**src/rtl/snake_pkg.sv**
```systemverilog
// Shared types and constants for the snake heading controller.
// Directions follow the compass order N, E, S, W so a turn is just +/-1 modulo 4.
package snake_pkg;

  typedef logic [1:0] dir_t;

  localparam dir_t DIR_N = 2'd0;
  localparam dir_t DIR_E = 2'd1;
  localparam dir_t DIR_S = 2'd2;
  localparam dir_t DIR_W = 2'd3;

  typedef enum logic {
    TURN_L = 1'b0,
    TURN_R = 1'b1
  } turn_t;

  typedef enum logic {
    ST_IDLE = 1'b0,
    ST_RUN  = 1'b1
  } state_t;

  // Wrap-around in the 2-bit heading gives the modulo-4 turn for free.
  function automatic dir_t apply_turn(input dir_t d, input turn_t t);
    return (t == TURN_R) ? dir_t'(d + 2'd1) : dir_t'(d - 2'd1);
  endfunction

endpackage

```
**src/rtl/rise_detect.sv**
```systemverilog
// Rising-edge detector for one debounced button level.
// The previous-level register resets to 1 so a button held through reset yields no edge.
module rise_detect (
  input  logic clk,
  input  logic rst,
  input  logic btn_i,
  output logic rise_o
);

  logic prev_q;

  always_ff @(posedge clk) begin
    if (rst) prev_q <= 1'b1;
    else     prev_q <= btn_i;
  end

  assign rise_o = btn_i & ~prev_q;

endmodule

```
**src/rtl/snake_dir_ctrl.sv**
```systemverilog
// Snake heading controller: queues button turns and applies one per game tick.
// Handshake: there is no back-pressure; step and turn_drop are single-cycle registered pulses.
module snake_dir_ctrl
  import snake_pkg::*;
#(
  parameter logic [1:0] INIT_DIR = 2'd1,
  parameter int         QDEPTH   = 2
) (
  input  logic       clk,
  input  logic       rst,
  input  logic       btn_left,
  input  logic       btn_right,
  input  logic       enable,
  input  logic       tick,
  output logic [1:0] dir,
  output logic       step,
  output logic [1:0] qcount,
  output logic       turn_drop,
  output logic       state_dbg
);

  localparam logic [1:0] QDEPTH_C = 2'(QDEPTH);

  state_t     state_q, state_d;
  dir_t       dir_q, dir_d;
  logic [1:0] cnt_q, cnt_d;
  turn_t      tq_q [4];
  turn_t      tq_d [4];
  logic       step_q, step_d;
  logic       drop_q, drop_d;

  logic       edge_l, edge_r;
  logic       run_active, flush;
  logic       single, q_full, deq, enq;
  logic [1:0] wr_idx;
  turn_t      turn_in;

  rise_detect u_rise_left (
    .clk    (clk),
    .rst    (rst),
    .btn_i  (btn_left),
    .rise_o (edge_l)
  );

  rise_detect u_rise_right (
    .clk    (clk),
    .rst    (rst),
    .btn_i  (btn_right),
    .rise_o (edge_r)
  );

  // FSM state register
  always_ff @(posedge clk) begin
    if (rst) state_q <= ST_IDLE;
    else     state_q <= state_d;
  end

  // FSM next-state
  always_comb begin
    state_d = state_q;
    case (state_q)
      ST_IDLE: if (enable)  state_d = ST_RUN;
      ST_RUN:  if (!enable) state_d = ST_IDLE;
      default: state_d = ST_IDLE;
    endcase
  end

  // FSM outputs: a RUN cycle with enable low is the leaving cycle and flushes the queue.
  always_comb begin
    run_active = 1'b0;
    flush      = 1'b0;
    case (state_q)
      ST_RUN: begin
        if (enable) run_active = 1'b1;
        else        flush      = 1'b1;
      end
      default: ;
    endcase
  end

  // Simultaneous opposite edges cancel; a full queue still accepts when a dequeue frees a slot.
  always_comb begin
    single  = edge_l ^ edge_r;
    turn_in = edge_r ? TURN_R : TURN_L;
    q_full  = (cnt_q == QDEPTH_C);
    deq     = run_active & tick & (cnt_q != 2'd0);
    enq     = run_active & single & (~q_full | deq);
    drop_d  = run_active & single & q_full & ~deq;
    step_d  = run_active & tick;
    wr_idx  = cnt_q - 2'(deq);
  end

  // Queue and heading update; the new turn lands behind any entries that remain after the pop.
  always_comb begin
    tq_d  = tq_q;
    cnt_d = cnt_q;
    dir_d = dir_q;
    if (deq) begin
      tq_d[0] = tq_q[1];
      tq_d[1] = tq_q[2];
      tq_d[2] = tq_q[3];
      dir_d   = apply_turn(dir_q, tq_q[0]);
    end
    if (enq) tq_d[wr_idx] = turn_in;
    if (flush) cnt_d = 2'd0;
    else       cnt_d = cnt_q + 2'(enq) - 2'(deq);
  end

  always_ff @(posedge clk) begin
    if (rst) begin
      dir_q  <= INIT_DIR;
      cnt_q  <= 2'd0;
      step_q <= 1'b0;
      drop_q <= 1'b0;
      for (int i = 0; i < 4; i++) tq_q[i] <= TURN_L;
    end else begin
      dir_q  <= dir_d;
      cnt_q  <= cnt_d;
      step_q <= step_d;
      drop_q <= drop_d;
      tq_q   <= tq_d;
    end
  end

  assign dir       = dir_q;
  assign step      = step_q;
  assign qcount    = cnt_q;
  assign turn_drop = drop_q;
  assign state_dbg = (state_q == ST_RUN);

endmodule

```
**config.mk**
```make
export PLATFORM = sky130hd
export DESIGN_NAME = snake_dir_ctrl
export DESIGN_NICKNAME = d
export VERILOG_FILES = /design/src/rtl/snake_pkg.sv /design/src/rtl/rise_detect.sv /design/src/rtl/snake_dir_ctrl.sv
export SDC_FILE = /design/constraint.sdc
export NUM_CORES = 1
export LEC_CHECK = 0
export CORE_ASPECT_RATIO = 1.25
export CORE_MARGIN = 4
export CORE_UTILIZATION = 34
export DETAILED_ROUTE_END_ITERATION = 10
export MAX_ROUTING_LAYER = met4
export PLACE_DENSITY = 0.6
export SLEW_MARGIN = 15
export SYNTH_ARGS = -nofsm -noshare
export SYNTH_HDL_FRONTEND = slang
export SYNTH_SLANG_ARGS = --single-unit
```
**constraint.sdc**
```tcl
create_clock -name clk -period 2.3 [get_ports clk]
set_clock_uncertainty 0.05 [all_clocks]
set_input_delay 0.345 -clock clk [delete_from_list [all_inputs] [get_ports clk]]
set_output_delay 0.345 -clock clk [all_outputs]
set_load 0.01 [all_outputs]
```
# Yosys cells after proc, flatten, opt, wreduce, memory -nomap -nowiden
# Index checks and enable logic that the tools add are counted.
op_classes:
  add_sub_neg: 5
  order_cmp: 2
  eq_ne: 1
  n_mux: 11
  bitwise: 15
  n_reduce_logical: 3
op_table:
  columns: ["op", "count"]
  rows:
  - ["1-bit AND", 8]
  - ["1-bit two-way mux", 6]
  - ["4-bit bitwise mux", 1]
  - ["4-bit two-way mux", 1]
  - ["1-bit inverter", 4]
  - ["2-bit by 1-bit subtractor with 2-bit output", 2]
  - ["3-bit >= comparator (second input constant)", 1]
  - ["3-bit by 1-bit less-than comparator with 1-bit output (second input constant)", 1]
  - ["3-bit two-way mux", 1]
  - ["2-bit inverter with 3-bit output", 1]
  - ["2-bit by 1-bit adder with 2-bit output", 1]
  - ["2-bit by 1-bit adder with 2-bit output (second input constant)", 1]
  - ["1-bit demux with 2-bit select", 1]
  - ["2-bit == test (second input constant)", 1]
  - ["2-bit two-way mux", 1]
  - ["2-bit nonzero test", 1]
  - ["2-bit OR reduction", 1]
  - ["2-bit by 1-bit subtractor with 2-bit output (second input constant)", 1]
  - ["1-bit logical AND", 1]
  - ["1-bit bitwise OR", 1]
  - ["1-bit bitwise XOR", 1]
word_totals:
  ff_bits: 13
  in_bits: 6
  output_inout_bits: 7
  elab_cells: 48

# Depth between registers and ports, before layout
depth:
  word_depth: 12
  ltp_mapped: 10
  mapped_depth_nobuf: 8

# By module
# A second synthesis with hierarchy kept.
hier_totals:
  hier_cells: 68
  hier_area_um2: 655.6
by_module_without_submodules:
  columns: ["module", "n_inst", "cells_per_inst", "area_each_um2", "seq_area_each_um2"]
  rows:
  - ["snake_dir_ctrl", 1, 62, 590.6, 220.2]
  - ["rise_detect", 2, 3, 32.5, 20.0]

# Worst setup path before layout
# OpenSTA, ideal clock, no wires.
synth_path:
  kind: "flip-flop to flip-flop"
  start: "reg cnt_q[1], in the netlist qcount[1]"
  end: "reg with a tool-made name"
  setup_time_ns: 0.121
  arrival_ns: 1.779
  required_ns: 2.129
  path_slack_ns: 0.350
  path_stages_with_launch: 11
  n_path_buf: 2
  synth_period_minus_slack_ns: 1.950
  cell_sequence: "dfxtp_1 -> buf_2 -> nor2_1 -> or2_1 -> buf_6 -> clkinv_4 -> ha_1 -> xnor2_1 -> nor2_1 -> nand3_1 -> mux2_2"
synth_lines:
  columns: ["element", "line_no", "text"]
  rows:
  - ["from (decl)", "snake_dir_ctrl.sv:26", "logic [1:0] cnt_q, cnt_d;"]
  - ["from (signal assigned)", "snake_dir_ctrl.sv:118", "cnt_q <= cnt_d;"]

# Worst setup path after layout
layout_path:
  start: "in btn_left"
  end: "reg cnt_q[1], in the netlist qcount[1]"
layout_via:
  elab_chain_len: 6
layout_rtl:
  columns: ["element", "line_no", "text"]
  rows:
  - ["from (decl)", "snake_dir_ctrl.sv:11", "input logic btn_left,"]
  - ["1-bit AND", "rise_detect.sv:17", "assign rise_o = btn_i & ~prev_q;"]
  - ["1-bit bitwise XOR", "snake_dir_ctrl.sv:83", "single = edge_l ^ edge_r;"]
  - ["1-bit AND (2 in series)", "snake_dir_ctrl.sv:87", "enq = run_active & single & (~q_full | deq);"]
  - ["2-bit by 1-bit adder with 2-bit output", "snake_dir_ctrl.sv:106", "else cnt_d = cnt_q + 2'(enq) - 2'(deq);"]
  - ["2-bit by 1-bit subtractor with 2-bit output", "snake_dir_ctrl.sv:106", null]
# Every way passes these cells.
# A chain may end at the register's enable or synchronous reset.

==> run metrics <==
Mapped Avg Cell Area slightly above 9 um2; hold-fix buffer count after cts 0; DRC violations left 0; filler cell count between 150 and 200; Antenna Violating Nets Remaining 0; critical path data required time 2.42 ns; number of synthesis warnings 0; element type at the critical path end flip-flop; achievable clock frequency 474.7 MHz; GRT overflow 0; post-cts sizing count 0; number of hold violations in the final report 0; clock insertion delay at the later pin of the skew report 0.27 ns; combined buffer and inverter count along the critical path 2; sequential fraction of design power 54.5%; standard cell with the maximum stage delay on the critical path sky130_fd_sc_hd__clkdlybuf4s50_1; area growth from synthesis to final layout 35.49%; Mapped Area 676.9 um2; clock tree root driver cell sky130_fd_sc_hd__clkbuf_4; classification of the worst setup path in2reg; number of antenna violations at the first check in global routing 0; GR Util All Layers a little over a tenth; area of the placeable core 1829 um2; top-level port count 13; synth top area cells sky130_fd_sc_hd__dfxtp_1, sky130_fd_sc_hd__xor2_1, sky130_fd_sc_hd__nor2_1; final setup violating endpoints 0; starting utilization of the core area a little under two fifths; Detailed Routing Iterations Pass 1 4; standard cell area after detailed placement 890.9 um2; max-slew violation count 0; internal power around 0.00033 W; per-cell via count in the routed design 5.144; via total after detailed routing 607; Yosys reg bits 13; gate count after technology mapping 74; Worst-path clk slew 0.08 ns; detailed placer's ending HPWL 1000 um; die boundary height 57.89 um; largest net degree at the start of global routing 15; endpoint arrival time on the critical path 2.23 ns; clock sink count 13; via count of the first global-routing pass 535; number of max-cap violations 0; fraction of final layout cells sized beyond drive strength 1 a little over a fifth; Die ar. 2773 um2; FF+latch area 260.3 um2; Final Net Count 108; Total Wirelength around 1300 um; count of standard-cell rows 17; total power divided by cell area roughly 460 nW/um2; total area of multi-input combinational cells 384.1 um2; Post-CTS Setup Inserts 0; Worst Max-Slew Pin Slew 0.4833 ns; routability-driven placement congestion ratio approximately 0.73; TritonCTS Buffers 3; switching fraction of total power a little under a quarter; wire length of the first global-routing pass 2132 um; final non-filler cell area 917.1 um2; switching power summed over all nets 0.00009886 W; crit path max fanout 2; dominant cell type by area after synthesis sky130_fd_sc_hd__dfxtp_1; Clock Power Share 33.4%; antenna diode count 0; number of DRC markers in iteration 0 6; Critical Path, Cell by Cell clkdlybuf4s50_1 -> nor2b_1 -> buf_4 -> xnor2_2 -> nand3_1 -> a2bb2oi_1 -> ha_1 -> xor2_1 -> a21oi_1 -> nor4b_1; sort of element at the start of the critical path primary input; dominant delay contributor by cell family on the critical path buffers and inverters; horizontal die dimension roughly 48 um; final-layout worst hold slack 0.4269 ns; Seq/Total Area, Yosys 38.45%; number of H-tree branching levels 1; CTS tree done; largest voltage drop on the vdd net around 0.2 mV; minimum period implied by the final worst setup slack 2.107 ns; average wire length per cell after detail routing ~11 um; area share of the leading cell type in the synthesized netlist 38.45%; Rel. slew slack 67.68%; run status complete, no violations; cell leakage power 0.3694 nW; number of distinct standard cells referenced by the synthesized netlist 34; unrepaired setup endpoints after global routing no; count of input and output buffers 12; classification of the worst-slack hold path reg2reg; part of the cycle the worst path needs 91.59%; nets in the synthesized netlist 82; maximum count of clock buffers along a single path 2; share of power burned in combinational logic 12.1%; crit-path max cell delay 0.46 ns
## path summary, 6_finish.rpt
kind	from	endpoint	slack [ns]	depth (start not counted)
worst max-delay path	btn_left	qcount[1]	0.19	10
worst min-delay path	tq_q[1]	tq_q[2]	0.43	2
worst max register to register	state_dbg	qcount[1]	0.38	8
worst min register to register	tq_q[1]	tq_q[2]	0.43	2
## cells in the final DEF (no fill, tap or decap), drive strengths merged
cell | netlist | final
dfxtp | 13 | 13
clkdlybuf4s50 | 0 | 12
buf | 2 | 12
nor2 | 9 | 9
nand3 | 5 | 5
xor2 | 4 | 4
nand2 | 4 | 4
clkbuf | 1 | 4
nor2b | 3 | 3
xnor2 | 3 | 3
or2 | 3 | 3
nand2b | 2 | 2
nor3b | 2 | 2
a21oi | 2 | 2
nand4 | 2 | 2
mux2i | 2 | 2
a221oi | 2 | 2
ha | 2 | 2
clkinv | 1 | 1
o22a | 1 | 1
a2bb2oi | 1 | 1
inv | 1 | 1
nand4b | 1 | 1
and2b | 1 | 1
o21ai | 1 | 1
or3 | 1 | 1
nor4b | 1 | 1
nor3 | 1 | 1
a41o | 1 | 1
a31oi | 1 | 1
mux2 | 1 | 1
## routing by layer
layer / track usage (%) / part of all wire (%) / vias to the layer above
met1: 12.95 / 46 / 280
met2: 16.07 / 47 / 14
met3: 2.795 / 5.0 / 4
met4: 6.154 / 2.2 / 0
met5: - / 0 / -
li1: - / - / 309
## power groups by stage
stage	sequential [W]	clock [W]	combinational [W]
5_1_grt	0.000232	0.000159	0.0000560
6_report	0.000231	0.000142	0.0000512
4_1_cts	0.000231	0.000147	0.0000514
3_3_place_gp	0.000237	0	0.0000511
3_5_place_dp	0.000237	0	0.0000512
2_1_floorplan	0.000237	0	0.0000225
## cells by family after synthesis
| kind of cell | after synthesis | synth area share, % |
|---|---|---|
| mux | 3 | 4.621 |
| xor+xnor | 7 | 10.17 |
| flops | 13 | 38.45 |
| fa+ha+maj | 2 | 3.696 |
| simple gates | 35 | 28.47 |
| buf+inv | 5 | 4.804 |
| compound gates | 9 | 9.798 |
## Yosys cell counts
| cell type | instances |
|---|---|
| sky130_fd_sc_hd__xnor2_2 | 1 |
| sky130_fd_sc_hd__buf_2 | 1 |
| sky130_fd_sc_hd__nor2_1 | 9 |
| sky130_fd_sc_hd__o22a_1 | 1 |
| sky130_fd_sc_hd__or2_1 | 1 |
| sky130_fd_sc_hd__clkbuf_1 | 1 |
| sky130_fd_sc_hd__nor3_1 | 1 |
| sky130_fd_sc_hd__clkinv_4 | 1 |
| sky130_fd_sc_hd__and2b_1 | 1 |
| sky130_fd_sc_hd__nand2b_1 | 2 |
| sky130_fd_sc_hd__inv_1 | 1 |
| sky130_fd_sc_hd__nand4_1 | 2 |
| sky130_fd_sc_hd__mux2_2 | 1 |
| sky130_fd_sc_hd__mux2i_1 | 2 |
| sky130_fd_sc_hd__or2_2 | 2 |
| sky130_fd_sc_hd__nor3b_1 | 2 |
| sky130_fd_sc_hd__nor4b_1 | 1 |
| sky130_fd_sc_hd__xor2_1 | 4 |
| sky130_fd_sc_hd__or3_1 | 1 |
| sky130_fd_sc_hd__nand3_1 | 4 |
| sky130_fd_sc_hd__xnor2_1 | 2 |
| sky130_fd_sc_hd__nand3_2 | 1 |
| sky130_fd_sc_hd__a2bb2oi_1 | 1 |
| sky130_fd_sc_hd__a41o_1 | 1 |
| sky130_fd_sc_hd__a221oi_1 | 2 |
| sky130_fd_sc_hd__dfxtp_1 | 13 |
| sky130_fd_sc_hd__nand2_1 | 4 |
| sky130_fd_sc_hd__buf_6 | 1 |
| sky130_fd_sc_hd__nand4b_1 | 1 |
| sky130_fd_sc_hd__nor2b_1 | 3 |
| sky130_fd_sc_hd__a21oi_1 | 2 |
| sky130_fd_sc_hd__a31oi_1 | 1 |
| sky130_fd_sc_hd__ha_1 | 2 |
| sky130_fd_sc_hd__o21ai_0 | 1 |
## flip-flops by register name, summed over array words and instances (netlist names), named ones only
register,flops
u_rise_left.prev_q,1
step,1
qcount,2
u_rise_right.prev_q,1
turn_drop,1
dir,2
tq_q,3
state_dbg,1
## worst reg2reg max path: stages, from the launching register on
cell                        delay (ns)
sky130_fd_sc_hd__dfxtp_1          0.40
sky130_fd_sc_hd__nand3_2          0.10
sky130_fd_sc_hd__or2_1            0.28
sky130_fd_sc_hd__buf_4            0.17
sky130_fd_sc_hd__a2bb2oi_1        0.13
sky130_fd_sc_hd__ha_1             0.17
sky130_fd_sc_hd__xor2_1           0.18
sky130_fd_sc_hd__a21oi_1          0.06
sky130_fd_sc_hd__nor4b_1          0.26
## metrics by stage
stage               instances   power, W  utilization (%)  setup slack, ns  TNS (ns)
floorplan                  74  0.0002596                -           0.3498         0
global placement          114  0.0002876            48.70         -0.01276  -0.01276
detailed placement        114  0.0002878            48.70          -0.1223   -0.1223
CTS                       118  0.0004300            50.14           0.1856         0
global route              118  0.0004469            50.14          0.06108         0
finish                    118  0.0004243            50.14           0.1935         0
## layout make-up
| type | count | share of cell area, % |
|---|---|---|
| Clock buffer | 4 | 2.865 |
| Inverter | 2 | 1.364 |
| Multi-Input combinational cell | 56 | 41.88 |
| Sequential cell | 13 | 28.38 |
| Tap cell | 19 | 2.592 |
| Timing Repair Buffer | 24 | 22.92 |
No activity file was read; power rests on OpenSTA's default activity.
